==> config.mk <==
export PLATFORM = sky130hd
export DESIGN_NAME = babbage_step_seq
export DESIGN_NICKNAME = d
export VERILOG_FILES = /design/src/rtl/babbage_pkg.sv /design/src/rtl/babbage_step_seq.sv
export SDC_FILE = /design/constraint.sdc
export NUM_CORES = 1
export LEC_CHECK = 0
export CORE_MARGIN = 2
export CORE_UTILIZATION = 50
export CTS_CLUSTER_SIZE = 14
export DETAILED_ROUTE_END_ITERATION = 8
export GPL_ROUTABILITY_DRIVEN = 0
export PLACE_DENSITY = 0.75
export SLEW_MARGIN = 20
export SYNTH_ARGS = -nofsm -noshare
export SYNTH_HDL_FRONTEND = slang
export SYNTH_SLANG_ARGS = --single-unit
==> constraint.sdc <==
create_clock -name clk -period 2.2 [get_ports clk]
set_input_delay 0.33 -clock clk [delete_from_list [all_inputs] [get_ports clk]]
set_output_delay 0.33 -clock clk [all_outputs]
set_load 0.02 [all_outputs]
==> src/rtl/babbage_pkg.sv <==
// Shared types and phase codes for the difference-engine step sequencer.
package babbage_pkg;

   typedef enum logic [2:0] {
      IDLE,
      LOAD,
      EMIT,
      ADD0,
      ADD1,
      DONE
   } state_t;

   localparam logic [2:0] DSEL_IDLE = 3'b000;
   localparam logic [2:0] DSEL_LOAD = 3'b001;
   localparam logic [2:0] DSEL_EMIT = 3'b111;
   localparam logic [2:0] DSEL_ADD0 = 3'b101;
   localparam logic [2:0] DSEL_ADD1 = 3'b011;

   function automatic logic is_busy(input state_t s);
      return (s == LOAD) || (s == EMIT) || (s == ADD0) || (s == ADD1);
   endfunction

endpackage

==> src/rtl/babbage_step_seq.sv <==
// Phase sequencer for the difference-engine datapath: LOAD, then EMIT/ADD0/ADD1 per term.
// Optional abort input and aborted strobe are enabled by defining SEQ_ABORT_EN.
module babbage_step_seq
   import babbage_pkg::*;
#(
   parameter int N_W = 8
) (
   input  logic           clk,
   input  logic           rst,
   input  logic           start,
   input  logic [N_W-1:0] n_terms,
   input  logic           hold,
`ifdef SEQ_ABORT_EN
   input  logic           abort,
   output logic           aborted,
`endif
   output logic [2:0]     dsel,
   output logic           we_d0,
   output logic           we_d1,
   output logic           we_d2,
   output logic           out_valid,
   output logic [N_W-1:0] term_idx,
   output logic           busy,
   output logic           done
);

   localparam logic [N_W-1:0] ONE = N_W'(1);

   state_t         state, state_n;
   logic [N_W-1:0] count, count_n;
   logic [N_W-1:0] nlat, nlat_n;
   logic           frozen;

   logic [2:0]     dsel_n;
   logic           we_d0_n, we_d1_n, we_d2_n, out_valid_n, busy_n, done_n;
   logic [N_W-1:0] term_idx_n;
`ifdef SEQ_ABORT_EN
   logic           aborted_n;
`endif

   always_ff @(posedge clk or posedge rst) begin
      if (rst) begin
         state <= IDLE;
         count <= '0;
         nlat  <= '0;
      end else begin
         state <= state_n;
         count <= count_n;
         nlat  <= nlat_n;
      end
   end

   always_comb begin
      state_n = state;
      count_n = count;
      nlat_n  = nlat;
      frozen  = 1'b0;
`ifdef SEQ_ABORT_EN
      aborted_n = 1'b0;
`endif

      case (state)
         IDLE: begin
            if (start) begin
               if (n_terms != '0) begin
                  nlat_n  = n_terms;
                  count_n = '0;
                  state_n = LOAD;
               end else begin
                  state_n = DONE;
               end
            end
         end
         LOAD: state_n = EMIT;
         EMIT: begin
            if (hold)                    frozen  = 1'b1;
            else if (count == nlat - ONE) state_n = DONE;
            else                          state_n = ADD0;
         end
         ADD0: begin
            if (hold) frozen  = 1'b1;
            else      state_n = ADD1;
         end
         ADD1: begin
            if (hold) begin
               frozen = 1'b1;
            end else begin
               count_n = count + ONE;
               state_n = EMIT;
            end
         end
         DONE:    state_n = IDLE;
         default: state_n = IDLE;
      endcase

`ifdef SEQ_ABORT_EN
      // abort wins over hold: drop straight to IDLE without a done pulse
      if (abort && is_busy(state)) begin
         state_n   = IDLE;
         count_n   = count;
         frozen    = 1'b0;
         aborted_n = 1'b1;
      end
`endif

      // Outputs are decoded from the state being entered and registered,
      // so they line up with that state's cycle without any input-to-output path.
      dsel_n      = DSEL_IDLE;
      we_d0_n     = 1'b0;
      we_d1_n     = 1'b0;
      we_d2_n     = 1'b0;
      out_valid_n = 1'b0;
      term_idx_n  = '0;
      busy_n      = is_busy(state_n);
      done_n      = (state_n == DONE);

      case (state_n)
         LOAD: begin
            dsel_n  = DSEL_LOAD;
            we_d0_n = 1'b1;
            we_d1_n = 1'b1;
            we_d2_n = 1'b1;
         end
         EMIT: begin
            dsel_n      = DSEL_EMIT;
            out_valid_n = !frozen;
            term_idx_n  = count_n;
         end
         ADD0: begin
            dsel_n  = DSEL_ADD0;
            we_d0_n = !frozen;
         end
         ADD1: begin
            dsel_n  = DSEL_ADD1;
            we_d1_n = !frozen;
         end
         default: ;
      endcase
   end

   always_ff @(posedge clk or posedge rst) begin
      if (rst) begin
         dsel      <= DSEL_IDLE;
         we_d0     <= 1'b0;
         we_d1     <= 1'b0;
         we_d2     <= 1'b0;
         out_valid <= 1'b0;
         term_idx  <= '0;
         busy      <= 1'b0;
         done      <= 1'b0;
`ifdef SEQ_ABORT_EN
         aborted   <= 1'b0;
`endif
      end else begin
         dsel      <= dsel_n;
         we_d0     <= we_d0_n;
         we_d1     <= we_d1_n;
         we_d2     <= we_d2_n;
         out_valid <= out_valid_n;
         term_idx  <= term_idx_n;
         busy      <= busy_n;
         done      <= done_n;
`ifdef SEQ_ABORT_EN
         aborted   <= aborted_n;
`endif
      end
   end

endmodule

After elaboration in Yosys (flattened, before gate mapping). Index checks and enable logic that the tools add are counted.

Muxes and demuxes: 19. Add/sub/neg operators: 2. Equal/unequal tests: 10. Reduce and logical (&&, ||, !) cells: 8.

Operator list (count): $mux W8 (4); $mux W3 (6); $pmux W8 S2 (1); $pmux W3 S5 (1); $eq A3 B2 Y1 const B (4); $pmux W3 S4 (1); $eq A3 B3 Y1 const B (3); $add A8 B1 Y8 const B (1); $eq A8 B8 Y1 (1); $reduce_bool A8 Y1 (1); $sub A8 B1 Y8 const B (1); $eq A3 B1 Y1 const B (2); $mux W1 (4); $pmux W1 S2 (2); $logic_not A3 Y1 (1); $logic_or A1 B1 Y1 (3); $reduce_and A3 Y1 (1); $reduce_or A3 Y1 (1); $logic_not A1 Y1 (1).

Register bits after elaboration: 36. Logic and storage cells: 50. Output and inout port bits: 17. Input port bits: 12.

Depth between registers and ports, before layout. Gate-level depths: netlist (run 1).

Depth in word-level cells: 9. Depth in mapped cells: 8. Gate-level depth less buffers: 7.

Least setup slack after synthesis (run 1). Ideal clock, no wire load.

Path type: flip-flop to flip-flop. Start: register nlat[0]. End: register dsel[2]. Path buffers: 1. Period minus slack after synthesis: 1829 ps. Setup time: 132 ps. Required time: 2068 ps. Setup slack: 371 ps. Cell stages (with the launch flop): 9. Arrival time: 1697 ps. Cell sequence: dfrtp_1 -> inv_1 -> ha_1 -> buf_2 -> o21ba_1 -> a221oi_1 -> a41oi_1 -> a211oi_2 -> o21ai_1.

Word-level cells in the longest chain between the ends: 7. Elaborated cells between the ends (all ways): 10. Those cells by class: add/sub (1); eq/ne (5); mux (4).

Ends and longest elaborated chain: start: declaration (line babbage_step_seq.sv:31) `logic [N_W-1:0] nlat, nlat_n;`; start signal: assignment (line babbage_step_seq.sv:49) `nlat <= nlat_n;`; $sub A8 B1 Y8 * (line babbage_step_seq.sv:77) `else if (count == nlat - ONE) state_n = DONE;`; $eq A8 B8 Y1 * (line babbage_step_seq.sv:77); $mux W3 * (line babbage_step_seq.sv:77); $mux W3 * (line babbage_step_seq.sv:76) `if (hold) frozen = 1'b1;`; $pmux W3 S5 * (line babbage_step_seq.sv:62) `case (state)`; $eq A3 B3 Y1, or another cell as far along (line babbage_step_seq.sv:117) `case (state_n)`; $pmux W3 S4 * (line babbage_step_seq.sv:117); via dsel_n[2] (line babbage_step_seq.sv:34) `logic [2:0] dsel_n;`; end signal: assignment (line babbage_step_seq.sv:155) `dsel <= dsel_n;`; end: declaration (line babbage_step_seq.sv:17) `output logic [2:0] dsel,`.

The timed path passes the listed nets; every way through them passes the cells marked *. A chain may end at the register's enable or synchronous reset.

Final worst setup path (run 1). Same ends and word-level chain as after synthesis.

==> summary.txt, run 1 <==
Die
  • I/O pins: 29
  • Initial Util: 52.49%
  • DIE AREA: 4022 sq um
  • Die height: ~63 um
  • Chip Width: around 63 um
  • Row Count: 21
  • CORE AREA: between 3000 and 4000 sq um

Global routing
  • M1 GR Usage: 25.06%
  • Met3 Use GR: 6.429%
  • Tot GR Track Use: 20.27%
  • Gr busiest metal: met2
  • First-pass GRT wire length: 6154 um
  • Grt total ovfl: 0
  • Initial antenna violation count: 0
  • Vias in the first global route: 1332
  • Largest net degree at the start of global routing: 37
  • GR Util met2: 31.97%

Final layout
  • NumNets Final: 215
  • Area of the multi-input gates: 782.0 sq um
  • Area Overhead vs Synth: 23.32%
  • Sequential standard cell area: 902.1 sq um
  • Final core area utilization: 64.73%
  • Inserted Diodes: 0
  • Share of cells above drive strength 1: 11.39%
  • Design area: between 2000 and 2500 sq um
  • Fill count: 280

Placed design
  • Final HPWL DP: 2630 um
  • DP Worst Slack: 0.07829 ns
  • IO buf count: 28
  • Placed instance area: ~2100 sq um

Critical path
  • Slowest-stage cell, CP: dfrtp_2
  • Buf/Inv on CP: 2
  • CP Capture Type: register
  • Crit-path cells: inv_1 > ha_2 > o21ba_1 > a221oi_1 > a41oi_1 > a211oi_2 > buf_4 > o21ai_1
  • Req. time, crit path: 2.42 ns
  • WP data arrival: 2.21 ns
  • Crit path max-delay family: compound AO/OA/AOI/OAI gates
  • CP startpoint kind: register
  • Critical path class: reg2reg
  • CP max FO: 8
  • CP max stage delay: 0.45 ns

Power and ir drop
  • Sw frac: 38.29%
  • Internal power: about 1600 uW
  • Total power: 2531 uW
  • Register share of total power: 42.1%
  • PD cells: 1163 nW/um^2
  • Peak supply drop: 0.5009 mV
  • Leak Pwr: approximately 0.00095 uW
  • Psw: 969.3 uW
  • Combinational power share: 40.3%
  • Clk network pwr share: roughly 18%

Timing
  • Worst slew margin: 64.05%
  • Fin crit period: between 1.5 and 2 ns
  • PnR worst setup slack: 0.2091 ns
  • Peak Freq: 0.5023 GHz
  • Final Hold Viols: 0
  • Clk_skew: 0.007765 ns
  • RSZ-0062 raised after global routing: false
  • Slew Limit Fails: 0
  • Setup violators final: 0
  • Slew @ Worst Pin: around 0.53 ns
  • Period utilization: 90.50%
  • Final TNS setup: 0 ns

Synthesis
  • Biggest area consumer among synthesized cells: dfrtp_1
  • Commonest cells in the netlist: dfrtp_1 (36), nor2_1 (18), nand2_1 (13), xor2_1 (9), a21oi_1 (8)
  • Area contributors post-synth: dfrtp_1 (51%), xor2_1 (4.5%), nor2_1 (3.8%), xnor2_1 (3.5%), nand2_1 (2.8%)
  • Mapped Nets: between 150 and 200
  • Post-synthesis area per instance: roughly 11 sq um
  • Count leader, synth: dfrtp_1
  • Async set or reset register ratio after synthesis: 100.0%
  • Sequential-to-total area share from yosys stat: around half
  • YS warnings: 0
  • Post-synth top area share: 51.03%
  • Distinct cell type count after synthesis: 43
  • Post-synth EDFFs: 0
  • Flops & latches, synth: 36
  • Ys flop type: dfrtp_1
  • Gate Count Post-Synth: 168
  • Syn Std Cell Area: 1765 sq um

Routing
  • Post-route ant nets: 0
  • Drt via density: between 5 and 6
  • Remaining DRCs: 0
  • Final Routed Wirelength: 3574 um
  • Router iterations before antenna repair: 5
  • Drt first-iter violations: roughly 110
  • DR WL/cell: 14.41 um
  • Via count: roughly 1.4k

Min path
  • Hold Path Class: in2async

Clocking
  • Max H-tree Level: 2
  • CTS root buffer: clkbuf_4
  • CTS Buf Count: 5
  • CTS clk-pin slew, worst paths: 0.10 ns
  • Worst skew pair latency: 0.35 ns
  • Clock buffer depth: 2
  • # clock sinks: 36
  • CTS tree: done
  • Post-CTS Hold Buffers: 0

Run
  • Max-cap violations: 0

Status
  • Outcome: completed
power groups by stage:
stage	Combinational [uW]	Sequential (uW)	Clock (uW)
final	1020	1060	447
after global routing	1130	1090	489
after CTS	1020	1050	460
after detailed placement	1010	1060	0
after global placement	972	1050	0
after floorplan	706	1060	0
sequential cells by signal, indices dropped and copies added (netlist names):
name and count:
we_d0 1, we_d2 1, we_d1 1, out_valid 1
done 1, dsel 3, nlat 8, term_idx 8
count 8, busy 1, state 3
per-stage QoR:
step | cells | hold WS (ns)
detailed placement | 239 | 0.5688
finish | 248 | 0.3773
global placement | 239 | 0.4940
CTS | 247 | 0.3934
floorplan | 168 | 0.4525
global route | 248 | 0.4546
cells by family after synthesis:
logic type | share of synthesized area (%)
mux | 4.394
fa+ha+maj | 1.417
xor+xnor | 7.938
compound gates | 11.48
flops | 51.03
buf+inv | 4.819
simple gates | 18.92
per-layer routing:
layer | routed length [um] | vias to the layer above
li1 | - | 648
met1 | 1556 | 660
met3 | 206 | 7
met2 | 1725 | 48
met5 | 0 | -
met4 | 86 | 0
worst reg2reg max path, cell delays in order (launching register included):
cell and delay, ns:
dfrtp_2 0.45, inv_1 0.08, ha_2 0.25, o21ba_1 0.19
a221oi_1 0.33, a41oi_1 0.12, a211oi_2 0.23, buf_4 0.16
o21ai_1 0.07
cell usage in the layout (no fill, tap or decap), drive strengths merged, types with 6 or more instances in the layout:
cell	count
mux2	6
xor2	9
inv	7
nor2	18
clkbuf	6
xnor2	7
dfrtp	36
nand2	13
nor3	6
o21ai	8
a21oi	8
clkdlybuf4s50	28
buf	7
cell type report:
class / count / share of cell area [%]
Clock inverter: 2 / 1.609
Multi-Input combinational cell: 116 / 35.92
Tap cell: 46 / 2.644
Sequential cell: 36 / 41.44
Clock buffer: 6 / 1.897
Inverter: 7 / 1.207
Timing Repair Buffer: 35 / 15.29
what timing repair did:
| item | CTS | global route |
|---|---|---|
| setup buffers | 0 | 1 |
| endpoints found under the setup margin | 0 | 7 |
| gates resized for setup | 0 | 2 |
worst paths after layout:
check | from | end | slack (ns) | cells past startpoint
max reg2reg | nlat[0] | dsel[2] | 0.21 | 8
min | rst | we_d1 | 0.38 | 3
min reg2reg | nlat[7] | nlat[7] | 0.60 | 1
min in group clk | n_terms[1] | nlat[1] | 0.60 | 3
max in group asynchronous | rst | nlat[0] | 1.48 | 3
max | nlat[0] | dsel[2] | 0.21 | 8
Note: power is estimated with default switching activity, not from simulation.
==> run 2: changes to the inputs <==
--- a/config.mk
+++ b/config.mk
@@ -5,6 +5,7 @@
 export SDC_FILE = /design/constraint.sdc
 export NUM_CORES = 1
 export LEC_CHECK = 0
+export CAP_MARGIN = 40
 export CORE_MARGIN = 2
 export CORE_UTILIZATION = 50
 export CTS_CLUSTER_SIZE = 14
==> results of run 2 <==
Same layout as run 1: the final DEF is identical, and so are final timing and power.
==> run 3: changes to the inputs <==
--- a/config.mk
+++ b/config.mk
@@ -7,11 +7,11 @@
 export LEC_CHECK = 0
 export CAP_MARGIN = 40
 export CORE_MARGIN = 2
-export CORE_UTILIZATION = 50
+export CORE_UTILIZATION = 52
 export CTS_CLUSTER_SIZE = 14
 export DETAILED_ROUTE_END_ITERATION = 8
 export GPL_ROUTABILITY_DRIVEN = 0
-export PLACE_DENSITY = 0.75
+export PLACE_DENSITY = 0.77
 export SLEW_MARGIN = 20
 export SYNTH_ARGS = -nofsm -noshare
 export SYNTH_HDL_FRONTEND = slang
==> constraint.sdc (replaced) <==
create_clock -name clk -period 1.9 [get_ports clk]
set_input_delay 0.285 -clock clk [delete_from_list [all_inputs] [get_ports clk]]
set_output_delay 0.285 -clock clk [all_outputs]
set_load 0.02 [all_outputs]
==> run 3 against run 2 <==
Clock skew increased by 0.0030 ns. Via count increased by 4.3%. Maximum frequency increased by 10%. First-iteration DRC count decreased by 66%. Critical endpoint is now nlat[2].
==> summary.txt, run 3 (synthesized netlist as in run 1, its figures left out) <==
Clocking
  • CTS clk-pin slew, worst paths: 0.11 ns
  • Post-CTS Setup Inserts: 0
  • # clock sinks: 36
  • CTS root buffer: clkbuf_4
  • Worst skew pair latency: 0.34 ns
  • Max H-tree Level: 2
  • Clock buffer depth: 2
  • CTS tree: done
  • CTS Buf Count: 5

Power and ir drop
  • Total power: 3107 uW
  • Peak supply drop: 0.6912 mV
  • Leak Pwr: 0.001030 uW
  • PD cells: ~1300 nW/um^2

Die
  • CORE AREA: ~3300 sq um
  • Initial Util: between 50% and 60%
  • DIE AREA: 3877 sq um
  • I/O pins: 29
  • Die height: 62.27 um
  • Row Count: 21
  • Chip Width: 62.27 um

Critical path
  • Critical path class: reg2reg
  • CP startpoint kind: register
  • CP max FO: 10
  • CP Capture Type: register
  • WP data arrival: 2.04 ns
  • Req. time, crit path: 2.13 ns

Timing
  • Peak Freq: 0.5534 GHz
  • PnR worst setup slack: 0.09300 ns
  • Fin crit period: around 1.8 ns
  • Slew @ Worst Pin: roughly 0.43 ns
  • Setup violators final: 0
  • Period utilization: 95.11%
  • Hold slack: roughly 0.34 ns
  • Clk_skew: 0.01075 ns
  • Slew Limit Fails: 0
  • Final Hold Viols: 0
  • Worst slew margin: 71.30%

Final layout
  • Most frequent cells in the layout: dfrtp_1 (36), clkdlybuf4s50_1 (28), buf_4 (20), nor2_1 (18), nand2_1 (13)
  • NumNets Final: about 230
  • Share of cells above drive strength 1: approximately 18%
  • Design area: 2306 sq um
  • Largest regs: count (8), nlat (8), term_idx (8)
  • Area Overhead vs Synth: 30.62%
  • Inserted Diodes: 0
  • Non-filler instance count after layout: 261
  • Most common cell after layout, fill and taps aside: dfrtp_1

Placed design
  • Final HPWL DP: 2745 um
  • Placed instance area: 2195 sq um
  • IO buf count: 28
  • DP Worst Slack: -0.1147 ns
  • Placed cell count: 253

Routing
  • Final Routed Wirelength: 3662 um
  • Post-route ant nets: 0
  • Router iterations before antenna repair: 4
  • DR WL/cell: 14.03 um
  • Drt first-iter violations: 37
  • Remaining DRCs: 0
  • Via count: 1421
  • Drt via density: 5.444

Run
  • Max-cap violations: 0

Global routing
  • Vias in the first global route: 1430
  • Grt total ovfl: 0
  • Largest net degree at the start of global routing: 37
  • Initial antenna violation count: 0
  • First-pass GRT wire length: between 6000 and 7000 um
  • Tot GR Track Use: 21.01%

Min path
  • Hold Path Class: in2async

Status
  • Outcome: completed
## run 3: cell types whose count changed in the layout (fill, tap and decap cells not counted), sizes merged
cell	delta
buf	+13
## run 3: per-stage QoR
step	TNS, ns	utilization [%]
final	0	69.65
after global routing	-0.001828	69.65
after CTS	0	68.59
after detailed placement	-0.5333	66.29
after global placement	-0.2963	66.29
after floorplan	0	-
## run 3: cell type report
type | instances | area [sq um]
Clock inverter | 2 | 35.03
Clock buffer | 6 | 41.29
Multi-Input combinational cell | 116 | 814.5
Sequential cell | 36 | 900.9
Timing Repair Buffer | 48 | 430.4
Tap cell | 46 | 57.56
Inverter | 7 | 26.28
Fill cell | 262 | 1005
## run 3: final timing paths
check	from	endpoint	slack, ns	cells past startpoint
min reg2reg	nlat[7]	nlat[7]	0.52	1
max reg2reg	state[1]	nlat[2]	0.09	4
min in group clk	nlat[7]	nlat[7]	0.52	1
max in group asynchronous	rst	done	1.24	3
min	rst	out_valid	0.34	3
max	state[1]	nlat[2]	0.09	4
## run 3: timing repair
| item | in CTS | in global routing |
|---|---|---|
| setup endpoints to repair | 0 | 9 |
| hold buffers | 0 | 0 |
| hold endpoints to repair | 0 | 0 |
| resized for setup | 0 | 6 |
## run 3: power by group
| group | internal (uW) | total (uW) | switching, uW |
|---|---|---|---|
| clock | 276 | 520 | 244 |
| combinational | 687 | 1400 | 708 |
| sequential | 964 | 1190 | 228 |
## run 3: per-layer routing
metal | global-route usage (%) | vias up | share of wire, %
li1 | - | 679 | -
met1 | 25.06 | 683 | 44
met2 | 34.78 | 51 | 50
met3 | 5.435 | 8 | 4.6
met4 | 11.67 | 0 | 1.6
met5 | 0 | - | 0
## run 3: worst max-delay path: stages (launching register included)
cell and delay (ns):
dfrtp_1 0.53, nor4b_4 0.39, a21boi_1 0.25, buf_4 0.19, mux2_2 0.34
